### src/rtl/move_check_unit.sv
// Collision checker for the falling tetromino: tests a requested move against the playfield occupancy map.
// Define MOVE_CHECK_SINGLE_CYCLE_EN to evaluate all 16 mask cells in one cycle instead of a four-row scan.
module move_check_unit #(
   parameter int FIELD_ROW_CNT = 20,
   parameter int FIELD_COL_CNT = 10,
   parameter int EXT_ROW_CNT   = FIELD_ROW_CNT + 2,
   parameter int EXT_COL_CNT   = FIELD_COL_CNT + 2,
   parameter int X_W           = 5,
   parameter int Y_W           = 6
) (
   input  logic                                 clk_i,
   input  logic                                 rst_n_i,
   input  logic                                 run_i,
   input  logic [2:0]                           req_move_i,
   input  logic [63:0]                          block_i_data,
   input  logic [1:0]                           block_i_rotation,
   input  logic signed [X_W-1:0]                block_i_x,
   input  logic signed [Y_W-1:0]                block_i_y,
   input  logic [EXT_ROW_CNT*EXT_COL_CNT-1:0]   field_i,
   output logic                                 done_o,
   output logic                                 can_move_o,
   output logic signed [1:0]                    move_x_o,
   output logic signed [1:0]                    move_y_o
);

   localparam int CX_W       = X_W + 2;
   localparam int CY_W       = Y_W + 2;
   localparam int FIELD_BITS = EXT_ROW_CNT * EXT_COL_CNT;
   localparam int IDX_W      = $clog2(FIELD_BITS);

   localparam logic [2:0] MV_LEFT   = 3'd0;
   localparam logic [2:0] MV_RIGHT  = 3'd1;
   localparam logic [2:0] MV_ROTATE = 3'd3;
   localparam logic [2:0] MV_APPEAR = 3'd4;

   localparam logic signed [CX_W-1:0] COL_LIM = CX_W'(EXT_COL_CNT);
   localparam logic signed [CY_W-1:0] ROW_LIM = CY_W'(EXT_ROW_CNT);

   typedef enum logic {ST_IDLE, ST_SCAN} state_e;

   state_e                   state_q, state_d;
   logic [3:0][3:0]          mask_q;
   logic signed [CX_W-1:0]   x_q;
   logic signed [CY_W-1:0]   y_q;
   logic signed [1:0]        dx_q, dy_q;
   logic [1:0]               row_q;
   logic                     hit_q;

   logic [3:0][15:0]         rot_masks;
   logic [1:0]               rot_sel;
   logic signed [1:0]        dx_in, dy_in;
   logic                     scan_hit, scan_last;

   assign rot_masks = block_i_data;

   // Move decode at capture time; codes 5..7 fall through to DOWN.
   // NOTE: every always_comb output gets a default first so no latch is inferred.
   always_comb begin
      dx_in   = 2'sd0;
      dy_in   = 2'sd0;
      rot_sel = block_i_rotation;
      case (req_move_i)
         MV_LEFT:   dx_in = -2'sd1;
         MV_RIGHT:  dx_in = 2'sd1;
         MV_ROTATE: rot_sel = block_i_rotation + 2'd1;
         MV_APPEAR: ;
         default:   dy_in = 2'sd1;
      endcase
   end

   // Cells outside the side walls or below the floor collide; cells above the field never do.
   function automatic logic cell_hit(input logic signed [CY_W-1:0] row,
                                     input logic signed [CX_W-1:0] col);
      logic [IDX_W-1:0] idx;
      logic             hit;
      idx = IDX_W'(int'(row) * EXT_COL_CNT + int'(col));
      if (col[CX_W-1] || col >= COL_LIM)      hit = 1'b1;
      else if (row >= ROW_LIM)                hit = 1'b1;
      else if (row[CY_W-1])                   hit = 1'b0;
      else                                    hit = field_i[idx];
      return hit;
   endfunction

`ifdef MOVE_CHECK_SINGLE_CYCLE_EN
   always_comb begin
      scan_hit  = 1'b0;
      scan_last = 1'b1;
      for (int i = 0; i < 4; i++) begin
         for (int j = 0; j < 4; j++) begin
            if (mask_q[3-i][3-j] && cell_hit(y_q + CY_W'(i), x_q + CX_W'(j)))
               scan_hit = 1'b1;
         end
      end
   end
`else
   // Mask row row_q sits in slice 3-row_q; column j is bit 3-j of that slice.
   always_comb begin
      scan_hit  = 1'b0;
      scan_last = (row_q == 2'd3);
      for (int j = 0; j < 4; j++) begin
         if (mask_q[2'd3 - row_q][3-j] && cell_hit(y_q + CY_W'(row_q), x_q + CX_W'(j)))
            scan_hit = 1'b1;
      end
   end
`endif

   always_comb begin
      state_d = state_q;
      case (state_q)
         ST_IDLE: if (run_i) state_d = ST_SCAN;
         ST_SCAN: if (!run_i && scan_last) state_d = ST_IDLE;
         default: state_d = ST_IDLE;
      endcase
   end

   always_ff @(posedge clk_i or negedge rst_n_i) begin
      if (!rst_n_i) state_q <= ST_IDLE;
      else          state_q <= state_d;
   end

   // NOTE: capture registers are reset too, so nothing downstream ever sees X after reset.
   always_ff @(posedge clk_i or negedge rst_n_i) begin
      if (!rst_n_i) begin
         mask_q     <= '0;
         x_q        <= '0;
         y_q        <= '0;
         dx_q       <= '0;
         dy_q       <= '0;
         row_q      <= '0;
         hit_q      <= 1'b0;
         done_o     <= 1'b0;
         can_move_o <= 1'b0;
         move_x_o   <= '0;
         move_y_o   <= '0;
      end else begin
         done_o <= 1'b0;
         if (run_i) begin
            // A new run always wins, silently aborting any scan in flight.
            mask_q <= rot_masks[2'd3 - rot_sel];
            x_q    <= CX_W'(block_i_x) + CX_W'(dx_in);
            y_q    <= CY_W'(block_i_y) + CY_W'(dy_in);
            dx_q   <= dx_in;
            dy_q   <= dy_in;
            row_q  <= '0;
            hit_q  <= 1'b0;
         end else if (state_q == ST_SCAN) begin
            hit_q <= hit_q | scan_hit;
            row_q <= row_q + 2'd1;
            if (scan_last) begin
               done_o     <= 1'b1;
               can_move_o <= !(hit_q | scan_hit);
               move_x_o   <= dx_q;
               move_y_o   <= dy_q;
            end
         end
      end
   end

endmodule

### config.mk
export PLATFORM = sky130hd
export DESIGN_NAME = move_check_unit
export DESIGN_NICKNAME = d
export VERILOG_FILES = /design/src/rtl/move_check_unit.sv
export SDC_FILE = /design/constraint.sdc
export NUM_CORES = 1
export LEC_CHECK = 0
export CAP_MARGIN = 10
export CORE_MARGIN = 4
export CORE_UTILIZATION = 52
export DETAILED_ROUTE_END_ITERATION = 10
export GPL_TIMING_DRIVEN = 0
export PLACE_DENSITY = 0.85
export SLEW_MARGIN = 30
export SYNTH_ARGS = -nofsm -noshare
export SYNTH_HDL_FRONTEND = slang
export SYNTH_SLANG_ARGS = --single-unit
### constraint.sdc
create_clock -name clk_i -period 7.4 [get_ports clk_i]
set_clock_uncertainty 0.2 [all_clocks]
set_input_delay 1.11 -clock clk_i [delete_from_list [all_inputs] [get_ports clk_i]]
set_output_delay 1.11 -clock clk_i [all_outputs]
set_load 0.005 [all_outputs]
**Word level (Yosys, flattened, before mapping)**

Cells that the tools add are included.

- Multiply operators: 1
- $add $sub $neg: 14
- Reductions and logical operators: 15
- Mux-type cells: 41
- Bitwise gates (word level): 3
- Equality and inequality tests: 4
- Magnitude comparators: 11

Operator list:

| kind | count |
|---|---|
| $lt A9 B10 Y1 const B | 4 |
| $bmux W1 S9 | 4 |
| $bmux W16 S2 | 1 |
| $mux W1 | 28 |
| $add A9 B7 Y9 | 3 |
| $ge A7 B5 Y1 const B | 3 |
| $mux W16 | 1 |
| $add A6 B3 Y7 const B | 2 |
| $add A9 B6 Y9 | 1 |
| $add A8 B2 Y8 | 1 |
| $bmux W4 S2 | 1 |
| $ge A8 B6 Y1 const B | 1 |
| $mul A8 B3 Y7 const B | 1 |
| $add A6 B2 Y7 | 1 |
| $add A6 B2 Y7 const B | 1 |
| $add A5 B2 Y6 | 1 |
| $ge A6 B5 Y1 const B | 1 |
| $lt A2 B3 Y1 const B | 2 |
| $mux W2 | 3 |
| $logic_and A1 B1 Y1 | 5 |
| $add A2 B1 Y2 const B | 2 |
| $logic_or A1 B1 Y1 | 4 |
| $mux W4 | 1 |
| $pmux W2 S2 | 1 |
| other kinds (13) | 16 |

- Flip-flop bits (word level): 44
- Word-level logic and storage cells: 104
- Output and inout port bits: 6
- Input port bits: 347

**Logic depth before layout (Yosys ltp)**

Gate-level depths: netlist (run 1).

- Depth after elaboration: 16
- Mapped depth: 24
- Gate-level depth less buffers: 20

**Least setup slack after synthesis (run 1)**

No wires, ideal clock.

- Kind: register to register
- Start point: register row_q[1]
- End point: register hit_q
- Data arrival time: 4866 ps
- Path buffers: 0
- Stages on the path, launching flop included: 20
- Setup time: 129 ps
- Data required time: 7071 ps
- Clock period less this slack: 5196 ps
- Path slack: 2204 ps
- Cell sequence: dfrtp_1 > inv_1 > fa_1 > xnor2_1 > ha_1 > ha_1 > inv_1 > fa_1 > xor2_1 > inv_1 > ha_1 > a21oi_1 > o31a_1 > a2bb2oi_1 > or2_2 > a2111oi_0 > a41oi_1 > a2111oi_2 > a21oi_1 > o41a_1

- Cells in the longest elaborated chain, start to end: 16
- Elaborated cells on any way between the ends: 41
- Classes of those cells: add/sub (6); mul (1); order compare (1); mux (28); bitwise (1); reduce/logical (4)

RTL lines:

| what | RTL line | source |
|---|---|---|
| start, declared | 46 | `logic [1:0] row_q;` |
| start signal, assigned | 148 | `row_q <= row_q + 2'd1;` |
| $add A8 B2 Y8 | 101 | `if (mask_q[2'd3 - row_q][3-j] && cell_hit(y_q + CY_W'(row_q), x_q + CX_W'(j)))` |
| $mul A8 B3 Y7 | 76 | `idx = IDX_W'(int'(row) * EXT_COL_CNT + int'(col));` |
| $add A9 B6 Y9 | 76 |  |
| $bmux W1 S9 | 80 | `else hit = field_i[idx];` |
| $mux W1 (implied by the code) | 80 |  |
| $mux W1 | 79 | `else if (row[CY_W-1]) hit = 1'b0;` |
| $mux W1 | 78 | `else if (row >= ROW_LIM) hit = 1'b1;` |
| $mux W1 | 77 | `if (col[CX_W-1] \|\| col >= COL_LIM) hit = 1'b1;` |
| $logic_and A1 B1 Y1 | 101 |  |
| $mux W1 (3 in series) | 101 |  |
| $mux W1 * | 101 |  |
| $or A1 B1 Y1 * | 147 | `hit_q <= hit_q \| scan_hit;` |
| $mux W1 * | 146 | `end else if (state_q == ST_SCAN) begin` |
| $mux W1 * | 137 | `if (run_i) begin` |
| end signal, assigned | 147 |  |
| end, declared | 47 | `logic hit_q;` |

Every way passes the cells marked *; elsewhere a longest branch is shown, timed or not. The select of a mux whose other input is x is not followed.
A chain may end at the register's enable or synchronous reset.

**Worst setup path after layout (run 1)**

- Start point: register x_q[1]
- End point: register can_move_o

- Cells in the longest elaborated chain, start to end: 13
- Elaborated cells on any way between the ends: 45
- Classes of those cells: add/sub (7); order compare (4); mux (24); bitwise (1); reduce/logical (9)

RTL lines:

| what | RTL line | source |
|---|---|---|
| start, declared | 43 | `logic signed [CX_W-1:0] x_q;` |
| start signal, assigned | 140 | `x_q <= CX_W'(block_i_x) + CX_W'(dx_in);` |
| $add A6 B2 Y7 or $add A9 B6 Y9 (tied branches) | 101, 76 |  |
| $add A9 B7 Y9 or $bmux W1 S9 (tied branches) | 76, 80 |  |
| $bmux W1 S9 or $mux W1 (tied branches) | 80 |  |
| $mux W1 (on tied branches) | 80, 79 |  |
| $mux W1 (on tied branches) | 79, 78 |  |
| $mux W1 (on tied branches) | 78, 77 |  |
| $mux W1 or $logic_and A1 B1 Y1 (tied branches) | 77, 101 |  |
| $logic_and A1 B1 Y1 or $mux W1 (tied branches) | 101 |  |
| $mux W1 (2 in series) | 101 |  |
| $mux W1 * | 101 |  |
| $or A1 B1 Y1 * | 151 | `can_move_o <= !(hit_q \| scan_hit);` |
| $logic_not A1 Y1 * | 151 |  |
| end signal, assigned | 151 |  |
| end, declared | 21 | `output logic can_move_o,` |

Marks and branches as above.

==> results.md, run 1 <==
### Synth
* **dominant combinational cell family by area after synthesis** multiplexers
* **synthesized-area fraction occupied by adder cells** 5.565%
* **commonest cells in the netlist** sky130_fd_sc_hd__mux4_2 (261), sky130_fd_sc_hd__nand2_1 (102), sky130_fd_sc_hd__mux2i_1 (84), sky130_fd_sc_hd__nor2_1 (55), sky130_fd_sc_hd__ha_1 (48)
* **number of library cell types mapped by synthesis** 74
* **synthesized cell area** 13310 µm²
* **number of flops mapped to enable cells by yosys** 0
* **dominant cell type by area after synthesis** sky130_fd_sc_hd__mux4_2
* **most instantiated library cell after synthesis** sky130_fd_sc_hd__mux4_2
* **area share of the largest cell type after synthesis** 44.17%
* **Avg Cell Area, Syn** 10.94 µm²
* **synthesized instance count** 1217
* **FFs w/ async S/R, synth** 100.0%
* **top area cells in the synthesized netlist** sky130_fd_sc_hd__mux4_2 (44%), sky130_fd_sc_hd__dfrtp_1 (7.7%), sky130_fd_sc_hd__mux2i_1 (6.3%)
* **XOR/XNOR Fraction of Synth Area** 3.300%
* **register bit count reported by yosys** 41
* **multiplexer area fraction after synthesis** 54.77%
* **share of the synthesized area in compound gates (AO/OA/AOI/OAI)** 11.32%
* **top_reg_cell synth** sky130_fd_sc_hd__dfrtp_1
* **area share of and/or/nand/nor cells after synthesis** 11.94%
* **Post-Synthesis Net Count** 1619
* **sequential share of the synthesized area** 7.709%
* **yosys warns** 0

### Global route
* **overflow left after global routing** 0
* **pin count of the biggest net entering global routing** 26
* **wire length of the first global-routing pass** 106000 µm
* **antenna violations before repair** 5
* **total global-route track usage** 51.49%
* **via count of the first global-routing pass** 15810

### Floorplan
* **x dimension of the die** 168.0 µm
* **effective utilization at floorplan** 52.85%
* **row count** 58
* **y dimension of the die** 168.0 µm
* **floorplan die area** 28220 µm²
* **core region area** 25180 µm²
* **number of top-level pins** 353

### Hold path
* **Min-Delay Startpoint** can_move_o
* **worst hold path endpoint** can_move_o
* **number of instances on the worst hold path** 2
* **Worst Hold Class** reg2reg

### Routing
* **vias per cell** 8.338
* **aggregate routed wire length** 75560 µm
* **number of design-rule violations left by the first detailed-router iteration** 3249
* **DR WL/cell** 39.62 µm
* **DRC violations left** 0
* **DRT Pass-1 Iters** 8
* **Antenna Violating Nets Remaining** 0
* **via count** 15900

### Timing
* **post-layout worst setup margin** -14.43 ps
* **final-report setup violation count** 1
* **unrepaired setup endpoints after global routing** false
* **shortest clock period the worst path allows after layout** 7414 ps
* **Final Hold Fails** 0
* **FMAX** 134.9 MHz
* **worst slew pin tran** 1232 ps
* **max-slew violation count** 0
* **worst max-slew margin expressed relative to the limit** 17.26%
* **final clock period utilization by the worst path** 100.2%

### Setup path
* **launching point of the worst reg2reg path** x_q[1]
* **number of cells on the worst reg-to-reg path** 20
* **WS Path Type** reg2reg
* **worst reg2reg setup slack** -10 ps
* **Worst setup SP type** flip-flop
* **FF-to-FF End** can_move_o
* **Crit path required time** 7390 ps
* **CP max FO** 11
* **Worst Setup End Kind** flip-flop
* **Worst Path Arrival** 7410 ps

### Layout
* **final layout net count** 1978
* **count of antenna diodes in the layout** 0
* **layout cell share with drive strength beyond 1** 25.24%
* **final core utilization** 69.37%
* **area delta synth->final** 31.25%
* **Non-Filler Instances** 1907

### Clock network
* **total CTS buffers** 5
* **Sink Count** 41
* **number of resized instances in the post-cts repair step** 0
* **post-CTS setup repair buffer count** 0
* **Reg clk slew, reported paths** 60 ps
* **clock tree from TritonCTS** yes
* **root buffer cell** sky130_fd_sc_hd__clkbuf_16
* **clock latency on the worst-skew pair** 290 ps
* **number of hold-repair buffers added at the cts stage** 0
* **Max clock buf depth** 2
* **CTS HTree Levels** 2

### Run
* **max-capacitance violation count** 0

### Placed design
* **weighted congestion at the end of routability-driven global placement** 1.105
* **total instance count after detailed placement** 1899
* **count of port buffers added during placement** 351
* **half-perimeter wire length of the detailed placement result** 59430 µm

### Status
* **outcome** complete, but fails checks
* **violations in the final reports** negative setup slack

### Power and ir drop
* **PwrDens** 492.7 nW/µm²
* **leakage power summed over all cells** 6.460 nW
* **worst IR drop on VDD** 0.0005239 V

-- metal layers --
metal	track usage, %	routed length, µm	vias up	part of all wire (%)
li1	-	-	5789	-
met1	62.54	24010	7487	32
met2	72.97	31020	2002	41
met3	26.06	13620	614	18
met4	31.79	6853	8	9.1
met5	0	54	-	0.071
-- worst max-delay path by stage --
| stage | from | end | slack [ps] |
|---|---|---|---|
| detailed placement | x_q[0] | hit_q | 640 |
| floorplan | row_q[1] | hit_q | 2200 |
| global route | x_q[0] | hit_q | 180 |
| global placement | x_q[0] | can_move_o | 540 |
| finish | x_q[1] | can_move_o | -10 |
| CTS | x_q[0] | can_move_o | 600 |
-- final cells by class --
class | instances | area [µm²]
plain buffers | 110 | 586.8
inverters | 36 | 135.1
repair buffers | 352 | 3536
flip-flops and latches | 41 | 1026
clock inverters | 3 | 46.29
fillers | 1840 | 7714
multi-input cells | 1030 | 11600
well taps | 330 | 412.9
clock buffers | 5 | 125.1
-- stage by stage --
step           setup slack, ps  power [W]  instance area [µm²]  hold WS, ps  TNS (ps)
3_5_place_dp             640.6   0.007692                17280        285.9         0
2_1_floorplan             2204   0.004841                13310        272.6         0
3_3_place_gp             535.8   0.007605                17240        276.7         0
6_report                -14.43   0.008607                17470        305.6    -14.43
4_1_cts                  599.3   0.007983                17450        302.8         0
5_1_grt                  181.9   0.008574                17470        317.9         0
-- cells in the final DEF, fill, tap and decap left out, types with 5 or more instances in the layout --
cell type,Yosys,routed
sky130_fd_sc_hd__a211oi_1,7,7
sky130_fd_sc_hd__a21o_1,12,12
sky130_fd_sc_hd__a21oi_1,45,45
sky130_fd_sc_hd__a221oi_1,6,6
sky130_fd_sc_hd__a22oi_1,18,18
sky130_fd_sc_hd__a311oi_1,8,8
sky130_fd_sc_hd__a31oi_1,16,16
sky130_fd_sc_hd__a32oi_1,6,6
sky130_fd_sc_hd__and2_1,10,10
sky130_fd_sc_hd__and3_1,8,8
sky130_fd_sc_hd__buf_1,10,7
sky130_fd_sc_hd__buf_2,45,48
sky130_fd_sc_hd__buf_4,9,9
sky130_fd_sc_hd__buf_6,8,8
sky130_fd_sc_hd__clkbuf_1,37,34
sky130_fd_sc_hd__clkbuf_16,0,5
sky130_fd_sc_hd__clkdlybuf4s50_1,0,350
sky130_fd_sc_hd__dfrtp_1,41,41
sky130_fd_sc_hd__fa_1,7,7
sky130_fd_sc_hd__ha_1,48,48
sky130_fd_sc_hd__inv_1,33,33
sky130_fd_sc_hd__mux2_2,39,39
sky130_fd_sc_hd__mux2i_1,84,84
sky130_fd_sc_hd__mux4_1,5,5
sky130_fd_sc_hd__mux4_2,261,261
sky130_fd_sc_hd__nand2_1,102,102
sky130_fd_sc_hd__nand2b_1,6,6
sky130_fd_sc_hd__nand3_1,46,46
sky130_fd_sc_hd__nand4_1,16,16
sky130_fd_sc_hd__nor2_1,55,55
sky130_fd_sc_hd__nor2b_1,17,16
sky130_fd_sc_hd__nor3_1,21,21
sky130_fd_sc_hd__nor4_1,8,8
sky130_fd_sc_hd__o211ai_1,6,6
sky130_fd_sc_hd__o21ai_0,26,26
sky130_fd_sc_hd__o22ai_1,13,13
sky130_fd_sc_hd__or2_2,5,5
sky130_fd_sc_hd__or3_1,13,13
sky130_fd_sc_hd__xnor2_1,27,25
sky130_fd_sc_hd__xor2_1,18,17
-- state kept, by name (all words and copies together) (netlist names) --
register	cells
mask_q	16
y_q	7
x_q	6
dx_q	2
move_x_o	2
row_q	2
can_move_o	1
done_o	1
dy_q	1
hit_q	1
move_y_o	1
state_q	1
-- where the power goes --
| part | switching (W) | total (W) | internal (W) |
|---|---|---|---|
| logic | 0.00526 | 0.00805 | 0.00279 |
| registers | 0.0000388 | 0.000302 | 0.000263 |
| clock network | 0.0000992 | 0.000259 | 0.000160 |
-- logic make-up after synthesis --
group | after synthesis
buffers and inverters | 146
AO/OA/AOI/OAI | 215
XOR/XNOR | 47
AND/OR/NAND/NOR | 323
other | 1
adder cells (fa/ha/maj) | 55
flip-flops | 41
multiplexers | 389
-- critical path, cell delays in order, from the launching register on --
cell and delay (ps):
sky130_fd_sc_hd__dfrtp_1 460, sky130_fd_sc_hd__buf_2 240, sky130_fd_sc_hd__buf_2 290, sky130_fd_sc_hd__inv_2 420, sky130_fd_sc_hd__buf_1 890, sky130_fd_sc_hd__ha_1 410
sky130_fd_sc_hd__nand2_1 100, sky130_fd_sc_hd__nor2b_1 140, sky130_fd_sc_hd__ha_1 230, sky130_fd_sc_hd__fa_1 560, sky130_fd_sc_hd__clkbuf_1 510, sky130_fd_sc_hd__clkbuf_1 780
sky130_fd_sc_hd__nand2_1 370, sky130_fd_sc_hd__o22ai_1 280, sky130_fd_sc_hd__nor3_1 110, sky130_fd_sc_hd__mux2i_1 230, sky130_fd_sc_hd__mux2i_1 200, sky130_fd_sc_hd__nand3_1 190
sky130_fd_sc_hd__a21oi_1 100, sky130_fd_sc_hd__or3_1 360, sky130_fd_sc_hd__o31ai_1 220
Power figures use the tool's default switching activity.
==> inputs of run 2 (changes only) <==
--- a/config.mk
+++ b/config.mk
@@ -5,7 +5,7 @@
 export SDC_FILE = /design/constraint.sdc
 export NUM_CORES = 1
 export LEC_CHECK = 0
-export CAP_MARGIN = 10
+export CAP_MARGIN = 20
 export CORE_MARGIN = 4
 export CORE_UTILIZATION = 52
 export DETAILED_ROUTE_END_ITERATION = 10
==> results of run 2 <==
The final DEF is identical to that of run 1; final timing and power are the same.
